<file path="src/rtl/pb_pkg.sv">
// Shared pixel-buffer definitions: geometry of the 160x120 4-bit buffer and the
// write-scheduler state type. Drawing clients import this package too, so they
// agree with the scheduler on address width, data width and the valid range.
package pb_pkg;

    localparam int PB_ADDR_W = 15;
    localparam int PB_DATA_W = 4;
    localparam int PB_DEPTH  = 19200;   // 160 x 120 pixel locations

    typedef enum logic {
        PB_IDLE  = 1'b0,                // arbitrating client writes
        PB_CLEAR = 1'b1                 // sweeping the whole buffer with one colour
    } pb_state_t;

endpackage

</file>
<file path="src/rtl/pb_write_sched_rr_arb2.sv">
// 2-input round-robin arbiter; holds the priority pointer for the write port.
// Latency: grant is combinational from valid/enable; the pointer updates on the clock.
// Backpressure: no grant while enable is low; the losing requester is served next.
//
// Ports:
//   clk, reset  : clock and synchronous active-high reset (pointer returns to 0)
//   valid[1:0]  : request lines
//   enable      : when low, no grant is issued and the pointer holds
//   grant[1:0]  : one-hot (or zero) grant
module rr_arb2 (
    input  logic       clk,
    input  logic       reset,
    input  logic [1:0] valid,
    input  logic       enable,
    output logic [1:0] grant
);

    // pri names the requester that wins when both are valid.
    logic pri;

    always_comb begin
        grant = 2'b00;
        if (enable) begin
            if (valid == 2'b11) begin
                grant = pri ? 2'b10 : 2'b01;
            end else begin
                grant = valid;
            end
        end
    end

    // After serving requester k, the other one gets priority. This holds even
    // when k won uncontested, so strict alternation starts from the pointer.
    always_ff @(posedge clk) begin
        if (reset) begin
            pri <= 1'b0;
        end else if (grant[0]) begin
            pri <= 1'b1;
        end else if (grant[1]) begin
            pri <= 1'b0;
        end
    end

endmodule

</file>
<file path="src/rtl/pb_write_sched.sv">
// Write-port scheduler for the pixel buffer: round-robin between two clients plus a fill sweep.
// Latency: 1 cycle from handshake (or sweep step) to the registered PB_WE/PB_WA/PB_DATA.
// Backpressure: READY is low for both clients while a fill runs or is being started.
//
// Ports:
//   VGA_CLK, RESET            : pixel clock and synchronous active-high reset
//   CLR_START, CLR_DATA       : fill request pulse and fill colour (sampled together)
//   CLR_BUSY, CLR_DONE        : sweep running; one-cycle pulse with the last fill write
//   REQk_VALID/ADDR/DATA      : client write request, k = 0/1
//   REQk_READY                : client grant (combinational)
//   PB_WA, PB_DATA, PB_WE     : registered write port of the pixel buffer
module pb_write_sched
    import pb_pkg::*;
#(
    parameter int ADDR_W = PB_ADDR_W,
    parameter int DATA_W = PB_DATA_W,
    parameter int DEPTH  = PB_DEPTH
) (
    input  logic              VGA_CLK,
    input  logic              RESET,

    input  logic              CLR_START,
    input  logic [DATA_W-1:0] CLR_DATA,
    output logic              CLR_BUSY,
    output logic              CLR_DONE,

    input  logic              REQ0_VALID,
    input  logic [ADDR_W-1:0] REQ0_ADDR,
    input  logic [DATA_W-1:0] REQ0_DATA,
    output logic              REQ0_READY,

    input  logic              REQ1_VALID,
    input  logic [ADDR_W-1:0] REQ1_ADDR,
    input  logic [DATA_W-1:0] REQ1_DATA,
    output logic              REQ1_READY,

    output logic [ADDR_W-1:0] PB_WA,
    output logic [DATA_W-1:0] PB_DATA,
    output logic              PB_WE
);

    localparam logic [ADDR_W-1:0] LAST_ADDR  = ADDR_W'(DEPTH - 1);
    localparam logic [ADDR_W-1:0] ADDR_LIMIT = ADDR_W'(DEPTH);

    pb_state_t         state;
    logic [ADDR_W-1:0] cnt;          // next fill address to issue
    logic [DATA_W-1:0] clr_colour;   // colour latched at CLR_START
    logic [1:0]        grant;
    logic              arb_en;
    logic [ADDR_W-1:0] sel_addr;
    logic [DATA_W-1:0] sel_data;

    // A starting fill wins over any pending client in the same cycle, so the
    // arbiter is muted (and its pointer frozen) both in CLEAR and on CLR_START.
    assign arb_en = (state == PB_IDLE) && !CLR_START;

    rr_arb2 u_arb (
        .clk    (VGA_CLK),
        .reset  (RESET),
        .valid  ({REQ1_VALID, REQ0_VALID}),
        .enable (arb_en),
        .grant  (grant)
    );

    assign REQ0_READY = grant[0];
    assign REQ1_READY = grant[1];
    assign CLR_BUSY   = (state == PB_CLEAR);

    // Grant is one-hot, so selecting on grant[1] alone is enough.
    assign sel_addr = grant[1] ? REQ1_ADDR : REQ0_ADDR;
    assign sel_data = grant[1] ? REQ1_DATA : REQ0_DATA;

    always_ff @(posedge VGA_CLK) begin
        if (RESET) begin
            state      <= PB_IDLE;
            cnt        <= '0;
            clr_colour <= '0;
            PB_WE      <= 1'b0;
            PB_WA      <= '0;
            PB_DATA    <= '0;
            CLR_DONE   <= 1'b0;
        end else begin
            PB_WE    <= 1'b0;
            CLR_DONE <= 1'b0;
            case (state)
                PB_IDLE: begin
                    if (CLR_START) begin
                        clr_colour <= CLR_DATA;
                        cnt        <= '0;
                        state      <= PB_CLEAR;
                    end else if ((grant != 2'b00) && (sel_addr < ADDR_LIMIT)) begin
                        // Out-of-range addresses still handshake but are
                        // silently dropped here.
                        PB_WE   <= 1'b1;
                        PB_WA   <= sel_addr;
                        PB_DATA <= sel_data;
                    end
                end
                PB_CLEAR: begin
                    PB_WE   <= 1'b1;
                    PB_WA   <= cnt;
                    PB_DATA <= clr_colour;
                    // The terminal compare ends the sweep, so cnt never wraps.
                    if (cnt == LAST_ADDR) begin
                        CLR_DONE <= 1'b1;
                        cnt      <= '0;
                        state    <= PB_IDLE;
                    end else begin
                        cnt <= cnt + ADDR_W'(1);
                    end
                end
            endcase
        end
    end

endmodule

</file>
<file path="config.mk">
export PLATFORM = sky130hd
export DESIGN_NAME = pb_write_sched
export DESIGN_NICKNAME = d
export VERILOG_FILES = /design/src/rtl/pb_pkg.sv /design/src/rtl/pb_write_sched_rr_arb2.sv /design/src/rtl/pb_write_sched.sv
export SDC_FILE = /design/constraint.sdc
export NUM_CORES = 1
export LEC_CHECK = 0
export BUFFER_PORTS_ARGS = -buffer_cell sky130_fd_sc_hd__buf_2
export CORE_MARGIN = 2
export CORE_UTILIZATION = 30
export DETAILED_ROUTE_END_ITERATION = 16
export SLEW_MARGIN = 20
export SYNTH_ARGS = -nofsm -noshare
export SYNTH_HDL_FRONTEND = slang
export SYNTH_SLANG_ARGS = --single-unit
</file>
<file path="constraint.sdc">
create_clock -name VGA_CLK -period 1.6 [get_ports VGA_CLK]
set_clock_uncertainty 0.1 [all_clocks]
set_input_delay 0.32 -clock VGA_CLK [delete_from_list [all_inputs] [get_ports VGA_CLK]]
set_output_delay 0.32 -clock VGA_CLK [all_outputs]
set_load 0.01 [all_outputs]
</file>
==> impl_metrics.csv, run 1 <==
group,metric,value,unit
clock_tree,cts_buffers,5,
floorplan,die-area,8731,µm²
route,wire_per_inst,14.03,µm
placed_design,pre_cts_ws,-0.2171,ns
critical_path,max_stage_delay,0.47,ns
synth,synth_fp_nets,323,
timing,relSlewSlack,67.09,%
min_path,whs_path_depth,3,
timing,period_needed,1.652,ns
critical_path,crit_required,1.73,ns
final_layout,drive_above_1_share,46.91,%
global_routing,overflow,0,
floorplan,die_x,93.44,µm
critical_path,cp-start-kind,"flip-flop",
timing,grt_setup_unrepaired,"yes",
critical_path,rrSetupSlack,-0.05,ns
global_routing,grt_pass1_vias,2275,
synth,synth_enable_flop_cells,0,
global_routing,grtUsageTotal,15.92,%
route,ant_nets,0,
final_layout,num_antenna_cells,0,
global_routing,grt_pass1_wl,11.10,mm
route,routed_wl,6.877,mm
route,drtIter0Drc,129,
power_and_ir_drop,vdd_drop_max,0.0004597,V
global_routing,grt_antenna_before_repair,0,
synth,synthDistinctLibCells,53,
final_layout,stdcell_count,490,
synth,yosysTopAreaCell,"dfxtp_1",
synth,yosysSeqAreaShare,35.04,%
synth,syn_area,2400,µm²
placed_design,dp_hpwl,5.178,mm
timing,fmax,605.5,MHz
final_layout,nets,435,
route,drtPass1Iterations,4,
floorplan,row_count,32,
synth,ys_ff_latch,42,
critical_path,worstPathArrival,1.78,ns
route,vias,2498,
clock_tree,cts_tree,"done",
timing,hold_viol_final,0,
critical_path,crit_slowest_cell,"or4b_1",
power_and_ir_drop,p_leak,1.472,nW
synth,synth-async-reset-ratio,0,%
critical_path,critical-path-top-delay-family,"simple AND/OR/NAND/NOR gates",
clock_tree,cts_root_buf,"clkbuf_8",
clock_tree,cts_max_path_buffers,2,
run,maxCapViolations,0,
route,drc,0,
timing,period_share,103.2,%
synth,synth_area_per_cell,8.727,µm²
route,via_per_inst,5.098,
synth,synth_ff_type,"dfxtp_1",
clock_tree,cts_sinks,42,
status,violations,"negative setup slack",
final_layout,final_common_cell,"buf_2",
synth,synth_top_area_share,35.04,%
critical_path,cp.depth,7,
floorplan,start_util,31.06,%
clock_tree,cts_hold_buf,0,
timing,setup_ws,-0.05154,ns
critical_path,crit_type,"flip-flop to flip-flop",
min_path,hp-class,"primary input to flip-flop",
critical_path,r2r_cells,7,
critical_path,worstReg2RegStart,"u_arb.pri",
critical_path,crit_chain,"nand2b_4 -> nand3_2 -> buf_6 -> o22ai_4 -> buf_12 -> or4b_1 -> o211ai_1",
final_layout,final_cell_mix,"buf_2 (68), buf_4 (52), dfxtp_1 (33)",
placed_design,dpl.cell_count,474,
critical_path,crit_path_end_kind,"flip-flop",
floorplan,core-area,7727,µm²
timing,fin_setup_tns,-0.3796,ns
final_layout,post-route-util,45.81,%
timing,finalSetupViolCount,11,
critical_path,r2r_end,"PB_WA[2]",
placed_design,gp_congestion,0.8383,
status,status,"finished, violations left",
clock_tree,path_clk_slew,0.08,ns
clock_tree,clock_latency,0.30,ns
critical_path,worstPathBufferInverterCount,2,
power_and_ir_drop,power_density,733.6,nW/µm²
critical_path,cp_max_fo,16,
power_and_ir_drop,finalPower,2.597,mW
timing,tightest_slew,0.4927,ns
synth,synthTopCellsByArea,"dfxtp_1 (35%), o211ai_1 (5.6%), nand2_1 (5.0%), o2111ai_1 (4.7%), nand2b_1 (3.9%)",
floorplan,pin_count,71,
synth,syn_inst,275,
clock_tree,htreeDepth,2,
min_path,min_from,"CLR_DATA[3]",
global_routing,grt_max_degree,31,
synth,yosys_warnings,0,
placed_design,io_buffers,70,
final_layout,synthToLayoutAreaGrowth,47.50,%
timing,final_max_slew_viol_count,0,
floorplan,die_h,93.44,µm
min_path,hold_end,"clr_colour[3]",
-- registers in the layout, summed over array words and instances (netlist names) --
register / flops
CLR_DONE: 1
cnt: 15
PB_WE: 1
u_arb.pri: 1
PB_DATA: 4
CLR_BUSY: 1
clr_colour: 4
PB_WA: 15
-- timing repair --
action | in CTS | in global routing
gates cloned | 0 | 0
pin swaps | 1 | 2
buffers inserted | 4 | 4
endpoints found under the setup margin | 27 | 33
resized for setup | 10 | 28
-- worst max-delay path by stage --
stage	start	end	slack, ns
final	u_arb.pri	PB_WA[2]	-0.05
after global routing	u_arb.pri	PB_WA[5]	-0.13
after CTS	CLR_BUSY	REQ1_READY	-0.07
after detailed placement	CLR_START	PB_WA[9]	-0.22
after global placement	REQ1_ADDR[8]	PB_WA[3]	-0.18
after floorplan	cnt[0]	cnt[5]	-0.02
-- stage by stage --
step                hold slack (ns)  area, µm²
detailed placement           0.3883       3184
floorplan                    0.3361       2422
global placement             0.3755       3184
finish                       0.1574       3540
global route                 0.1597       3540
CTS                          0.1581       3396
-- synthesized netlist by cell type, drive strengths merged, types with 3 or more instances --
master   number
mux2i         7
mux2          5
a31oi         7
o21ai        11
or4b          9
dfxtp        42
nor3          4
buf           9
o2111ai      13
nand3        12
nand2b       15
nand4b        9
inv           6
nor2         15
a21oi        12
nand3b        4
o211ai       18
nor2b         3
clkbuf       13
a22o          4
nand2        33
-- worst reg2reg max path, delay by kind of cell (launching register included) --
kind | cells | cell delay, ns
simple gates | 3 | 0.69
buf+inv | 2 | 0.28
flops | 1 | 0.33
compound gates | 2 | 0.18
-- cell families after synthesis --
group	after synthesis	share of synthesized area, %
buf+inv	28	5.422
mux	12	5.266
fa+ha+maj	1	0.5213
xor+xnor	4	1.460
simple gates	112	29.56
flops	42	35.04
compound gates	76	22.73
-- power by group --
group / internal (mW) / leakage, nW / switching [mW]
Sequential: 1.08 / 0.346 / 0.0219
Clock: 0.665 / 0.0714 / 0.374
Combinational: 0.222 / 1.05 / 0.235
-- cell type report --
cell class,count,area [µm²]
clock inverter,2,60.06
multi-input combinational,205,1560
fill,756,4188
timing repair buffer,127,827.0
inverter,6,25.02
tap,102,127.6
clock buffer,6,82.58
sequential,42,857.1
-- metal layers --
layer | wire length [µm] | up-vias | track usage [%]
li1 | - | 1262 | -
met1 | 3232 | 1169 | 22.55
met2 | 3196 | 59 | 24.16
met3 | 364 | 8 | 3.384
met4 | 84 | 0 | 4.779
met5 | 0 | - | 0
(Power assumes the default switching activity.)
==> run 2, diff against run 1 <==
--- a/config.mk
+++ b/config.mk
@@ -6,8 +6,9 @@
 export NUM_CORES = 1
 export LEC_CHECK = 0
 export BUFFER_PORTS_ARGS = -buffer_cell sky130_fd_sc_hd__buf_2
-export CORE_MARGIN = 2
+export CORE_MARGIN = 10
 export CORE_UTILIZATION = 30
+export CTS_BUF_LIST = sky130_fd_sc_hd__clkbuf_4
 export DETAILED_ROUTE_END_ITERATION = 16
 export SLEW_MARGIN = 20
 export SYNTH_ARGS = -nofsm -noshare
==> run 2 against run 1 <==
Compared with the run above: the flow still finishes with violations (negative setup slack); sequential power is essentially flat; clock-buffer cell count rose by 1; first-iteration DRC count is 1.6% lower; worst hold slack got worse by 0.052 ns; combinational power increased by 2%; setup slack got worse by 0.039 ns; core utilization decreased by 0.91 points; critical path depth shrank 2; non-clock buffer count grew 2; cell area shrank 1.5%; register-to-register slack worse by 0.04 ns.
==> impl_metrics.csv, run 2 (synthesis results as in run 1) <==
group,metric,value,unit
final_layout,top_regs,"PB_WA (15), cnt (15)",
floorplan,core-area,7767,µm²
route,routed.top_layer,"met4",
clock_tree,cts_sinks,42,
clock_tree,path_clk_slew,0.12,ns
power_and_ir_drop,finalPower,2.096,mW
timing,final_max_slew_viol_count,0,
timing,period_share,105.7,%
final_layout,multi_input_area,1560,µm²
critical_path,max_stage_delay,0.36,ns
power_and_ir_drop,vdd_drop_max,0.0002589,V
final_layout,area.sequential,849.6,µm²
clock_tree,cts_tree,"done",
timing,setup_ws,-0.09098,ns
floorplan,die_x,109.4,µm
floorplan,die_h,109.4,µm
critical_path,cp_max_fo,4,
timing,finalSetupViolCount,19,
route,vias,2479,
global_routing,grtUsageTotal,12.11,%
floorplan,pin_count,71,
min_path,hold_end,"clr_colour[0]",
route,met3_length,487,µm
route,drtIter0Drc,127,
global_routing,grt_max_degree,41,
timing,relSlewSlack,70.02,%
critical_path,crit_slowest_cell,"dfxtp_2",
final_layout,synthToLayoutAreaGrowth,45.31,%
global_routing,grt_pass1_vias,2423,
run,maxCapViolations,0,
critical_path,crit_required,1.18,ns
clock_tree,htreeDepth,2,
placed_design,gp_congestion,0.7872,
global_routing,grt_antenna_before_repair,0,
status,status,"finished, violations left",
placed_design,dp_hpwl,5.739,mm
critical_path,worstReg2RegStart,"u_arb.pri",
route,met1_length,3.384,mm
route,drc,0,
timing,grt_setup_unrepaired,"yes",
power_and_ir_drop,power_density,601.0,nW/µm²
critical_path,r2r_cells,7,
floorplan,row_count,32,
timing,hold_viol_final,0,
min_path,whs_path_depth,3,
critical_path,rrSetupSlack,-0.09,ns
clock_tree,cts_hold_buf,0,
min_path,min_from,"CLR_DATA[0]",
route,wire_per_inst,15.25,µm
final_layout,nets,437,
critical_path,worstPathArrival,1.27,ns
global_routing,overflow,0,
placed_design,placed_area,3197,µm²
timing,fmax,591.4,MHz
global_routing,grt_pass1_wl,11.90,mm
status,violations,"negative setup slack",
route,routed_wl,7.490,mm
critical_path,cp-start-kind,"flip-flop",
critical_path,crit_type,"flip-flop to output port",
route,ant_nets,0,
clock_tree,cts_root_buf,"clkbuf_4",
min_path,hp-class,"primary input to flip-flop",
floorplan,start_util,30.90,%
final_layout,final_common_cell,"buf_2",
placed_design,io_buffers,70,
timing,tightest_slew,0.4488,ns
critical_path,crit_chain,"nor2_4 -> nand3_4 -> buf_12 -> clkinv_8 -> buf_6",
final_layout,num_antenna_cells,0,
route,wl_met2,3.555,mm
final_layout,fill_cells,776,
final_layout,drive_above_1_share,45.24,%
final_layout,stdcell_area,3487,µm²
route,drtPass1Iterations,4,
power_and_ir_drop,p_leak,1.440,nW
route,via_per_inst,5.049,
clock_tree,clock_latency,0.34,ns
final_layout,final_cell_mix,"buf_2 (68), buf_4 (52), dfxtp_1 (35)",
clock_tree,cts_max_path_buffers,2,
critical_path,crit_path_end_kind,"output port",
clock_tree,cts_buffers,5,
floorplan,die-area,11980,µm²
timing,period_needed,1.691,ns
critical_path,r2r_end,"PB_WA[2]",
run 2: area by class of cell:
cell class,count,area share (%)
Inverter,6,1.005
Timing Repair Buffer,129,24.72
Tap cell,102,3.660
Sequential cell,42,24.36
Multi-Input combinational cell,205,44.74
Clock buffer,7,1.507
run 2: how the worst max path moves through the flow:
stage / from / to / slack [ns] / cells after the start
2_1_floorplan: cnt[0] / cnt[5] / -0.02 / 7
3_3_place_gp: CLR_START / PB_DATA[0] / -0.23 / 7
3_5_place_dp: CLR_START / PB_WA[9] / -0.24 / 8
4_1_cts: CLR_BUSY / REQ1_READY / -0.1 / 5
5_1_grt: CLR_BUSY / PB_WA[12] / -0.15 / 7
6_report: CLR_BUSY / REQ1_READY / -0.09 / 5
run 2: through the flow:
stage / util [%] / worst slack (ns) / hold WS (ns) / setup TNS, ns / std cells
global placement: 41.16 / -0.2284 / 0.3729 / -3.251 / 474
finish: 44.89 / -0.09098 / 0.1054 / -1.123 / 491
global route: 44.89 / -0.1517 / 0.1113 / -2.771 / 491
floorplan: - / -0.01513 / 0.3361 / -0.01513 / 275
detailed placement: 41.16 / -0.2433 / 0.3740 / -4.101 / 474
CTS: 43.27 / -0.09937 / 0.09086 / -1.384 / 487
run 2: worst max-delay path: cells and delay by family (launching register included):
family | cells | cell delay (ns)
buffers and inverters | 3 | 0.28
flip-flops | 1 | 0.36
AND/OR/NAND/NOR | 2 | 0.30
run 2: per-layer routing:
metal	up-vias	GRT usage [%]
met1	1162	15.29
met5	-	0
li1	1265	-
met3	5	3.277
met2	47	20.10
met4	0	2.788
run 2: where the power goes:
group	switching, mW	internal [mW]
Combinational	0.239	0.228
Clock	0.327	0.200
Sequential	0.0212	1.08
Total	0.587	1.51
run 2: timing repair:
item                                    in CTS  in global routing
resized for setup                           17                 18
pin swaps                                    2                  4
endpoints found under the hold margin        0                  0
endpoints found under the setup margin      30                 32
setup buffers                                6                  4
==> run 3, diff against run 2 <==
--- a/config.mk
+++ b/config.mk
@@ -6,10 +6,13 @@
 export NUM_CORES = 1
 export LEC_CHECK = 0
 export BUFFER_PORTS_ARGS = -buffer_cell sky130_fd_sc_hd__buf_2
+export CELL_PAD_IN_SITES_DETAIL_PLACEMENT = 0
+export CELL_PAD_IN_SITES_GLOBAL_PLACEMENT = 1
 export CORE_MARGIN = 10
 export CORE_UTILIZATION = 30
 export CTS_BUF_LIST = sky130_fd_sc_hd__clkbuf_4
 export DETAILED_ROUTE_END_ITERATION = 16
+export PLACE_DENSITY_LB_ADDON = 0.1
 export SLEW_MARGIN = 20
 export SYNTH_ARGS = -nofsm -noshare
 export SYNTH_HDL_FRONTEND = slang
==> run 3 against run 2 <==
Compared with the run above: the flow still finishes with violations (negative setup slack); cell count grew 2.2%; power is 6.4% higher; die area unchanged; critical path depth did not move; maximum frequency decreased by 0.95%; clock-buffer cell count down 1; critical path type unchanged; largest power group unchanged; highest routed layer unchanged.
==> impl_metrics.csv, run 3 (synthesis results as in run 1) <==
group,metric,value,unit
final_layout,top_regs,"PB_WA (15), cnt (15)",
power_and_ir_drop,power_density,590.8,nW/µm²
clock_tree,path_clk_slew,0.14,ns
timing,relSlewSlack,70.06,%
global_routing,grt_max_degree,29,
floorplan,start_util,30.90,%
clock_tree,cts_tree,"done",
power_and_ir_drop,vdd_drop_max,0.0003162,V
status,violations,"negative setup slack",
run,maxCapViolations,0,
route,vias,2557,
route,drtIter0Drc,119,
timing,finalSetupViolCount,21,
route,routed_wl,8.529,mm
timing,fin_setup_tns,-1.539,ns
floorplan,row_count,32,
global_routing,grt_pass1_vias,2396,
clock_tree,cts_buffers,5,
min_path,hp-class,"primary input to flip-flop",
clock_tree,cts_root_buf,"clkbuf_4",
placed_design,io_buffers,70,
status,status,"finished, violations left",
final_layout,final_common_cell,"buf_2",
clock_tree,clock_latency,0.35,ns
final_layout,synthToLayoutAreaGrowth,57.25,%
power_and_ir_drop,finalPower,2.229,mW
global_routing,grtUsageTotal,13.49,%
final_layout,final_cell_mix,"buf_2 (67), buf_4 (54), dfxtp_1 (33)",
critical_path,worstPathArrival,1.29,ns
clock_tree,cts_max_path_buffers,2,
floorplan,die-area,11980,µm²
timing,period_share,106.7,%
route,drc,0,
route,ant_nets,0,
global_routing,overflow,0,
route,wire_per_inst,16.99,µm
floorplan,pin_count,71,
clock_tree,cts_sinks,42,
final_layout,post-route-util,48.58,%
floorplan,die_x,109.4,µm
final_layout,nets,447,
critical_path,cp-start-kind,"flip-flop",
route,via_per_inst,5.094,
timing,final_max_slew_viol_count,0,
timing,tightest_slew,0.4487,ns
global_routing,grt_pass1_wl,12.85,mm
timing,whs,0.08862,ns
critical_path,crit_type,"flip-flop to output port",
clock_tree,cts_hold_buf,0,
clock_tree,htreeDepth,2,
timing,hold_viol_final,0,
final_layout,stdcell_count,502,
timing,period_needed,1.707,ns
critical_path,cp_max_fo,3,
global_routing,grt_antenna_before_repair,0,
final_layout,num_antenna_cells,0,
placed_design,dp_hpwl,6.242,mm
final_layout,fill_cells,771,
placed_design,dpl.cell_count,482,
critical_path,crit_required,1.18,ns
power_and_ir_drop,p_leak,1.536,nW
floorplan,core-area,7767,µm²
final_layout,drive_above_1_share,50.75,%
floorplan,die_h,109.4,µm
timing,setup_ws,-0.1072,ns
timing,fmax,585.8,MHz
route,drtPass1Iterations,4,
timing,grt_setup_unrepaired,"yes",
placed_design,gp_congestion,0.7866,
critical_path,crit_path_end_kind,"output port",
==> run 3: changes by cell type in the layout (fill, tap and decap cells not counted), sizes merged <==
cell | before | now
clkinv | 1 | 2
inv | 5 | 6
buf | 129 | 137
bufbuf | 0 | 1
==> run 3: where the power goes <==
group	internal [mW]	total (mW)	switching, mW
clock	0.190	0.574	0.384
combinational	0.274	0.554	0.281
sequential	1.08	1.10	0.0212
==> run 3: final cells by class <==
class	count	area, µm²	share of cell area (%)
Clock inverter	2	13.76	0.3647
Timing Repair Buffer	139	1017	26.96
Sequential cell	42	857.1	22.71
Tap cell	102	127.6	3.382
Multi-Input combinational cell	205	1688	44.73
Inverter	6	25.02	0.6631
Clock buffer	6	45.04	1.194
==> run 3: worst paths after layout <==
check,slack [ns],startpoint,endpoint,cells past startpoint
worst max register to register,-0.10,CLR_BUSY,PB_WA[12],7
worst min register to register,0.39,clr_colour[3],PB_DATA[3],2
worst min-delay path,0.09,CLR_DATA[1],clr_colour[1],3
worst max-delay path,-0.11,CLR_BUSY,REQ0_READY,5
==> run 3: repair_timing <==
| action | 4_1_cts | 5_1_grt |
|---|---|---|
| cloned | 1 | 2 |
| setup buffers | 5 | 5 |
| pin swaps | 13 | 14 |
| resized for setup | 35 | 37 |
| setup endpoints to repair | 30 | 34 |
==> run 3: critical path, stage by stage, from the launching register on <==
cell and delay, ns:
dfxtp_4 0.38, nor2_4 0.19, nand3_4 0.10, buf_6 0.13
inv_2 0.04, buf_6 0.09
==> run 3: per-stage QoR <==
step	setup slack (ns)	area [µm²]
global route	-0.1816	3774
global placement	-0.1656	3257
floorplan	-0.01513	2422
finish	-0.1072	3774
CTS	-0.1247	3567
detailed placement	-0.1921	3257
==> run 3: layer usage <==
layer	share of wire [%]	GRT usage (%)	up-vias
li1	-	-	1282
met4	0.95	3.625	0
met3	5.5	3.335	6
met2	44	20.32	49
met1	49	18.68	1220
met5	0	0	-
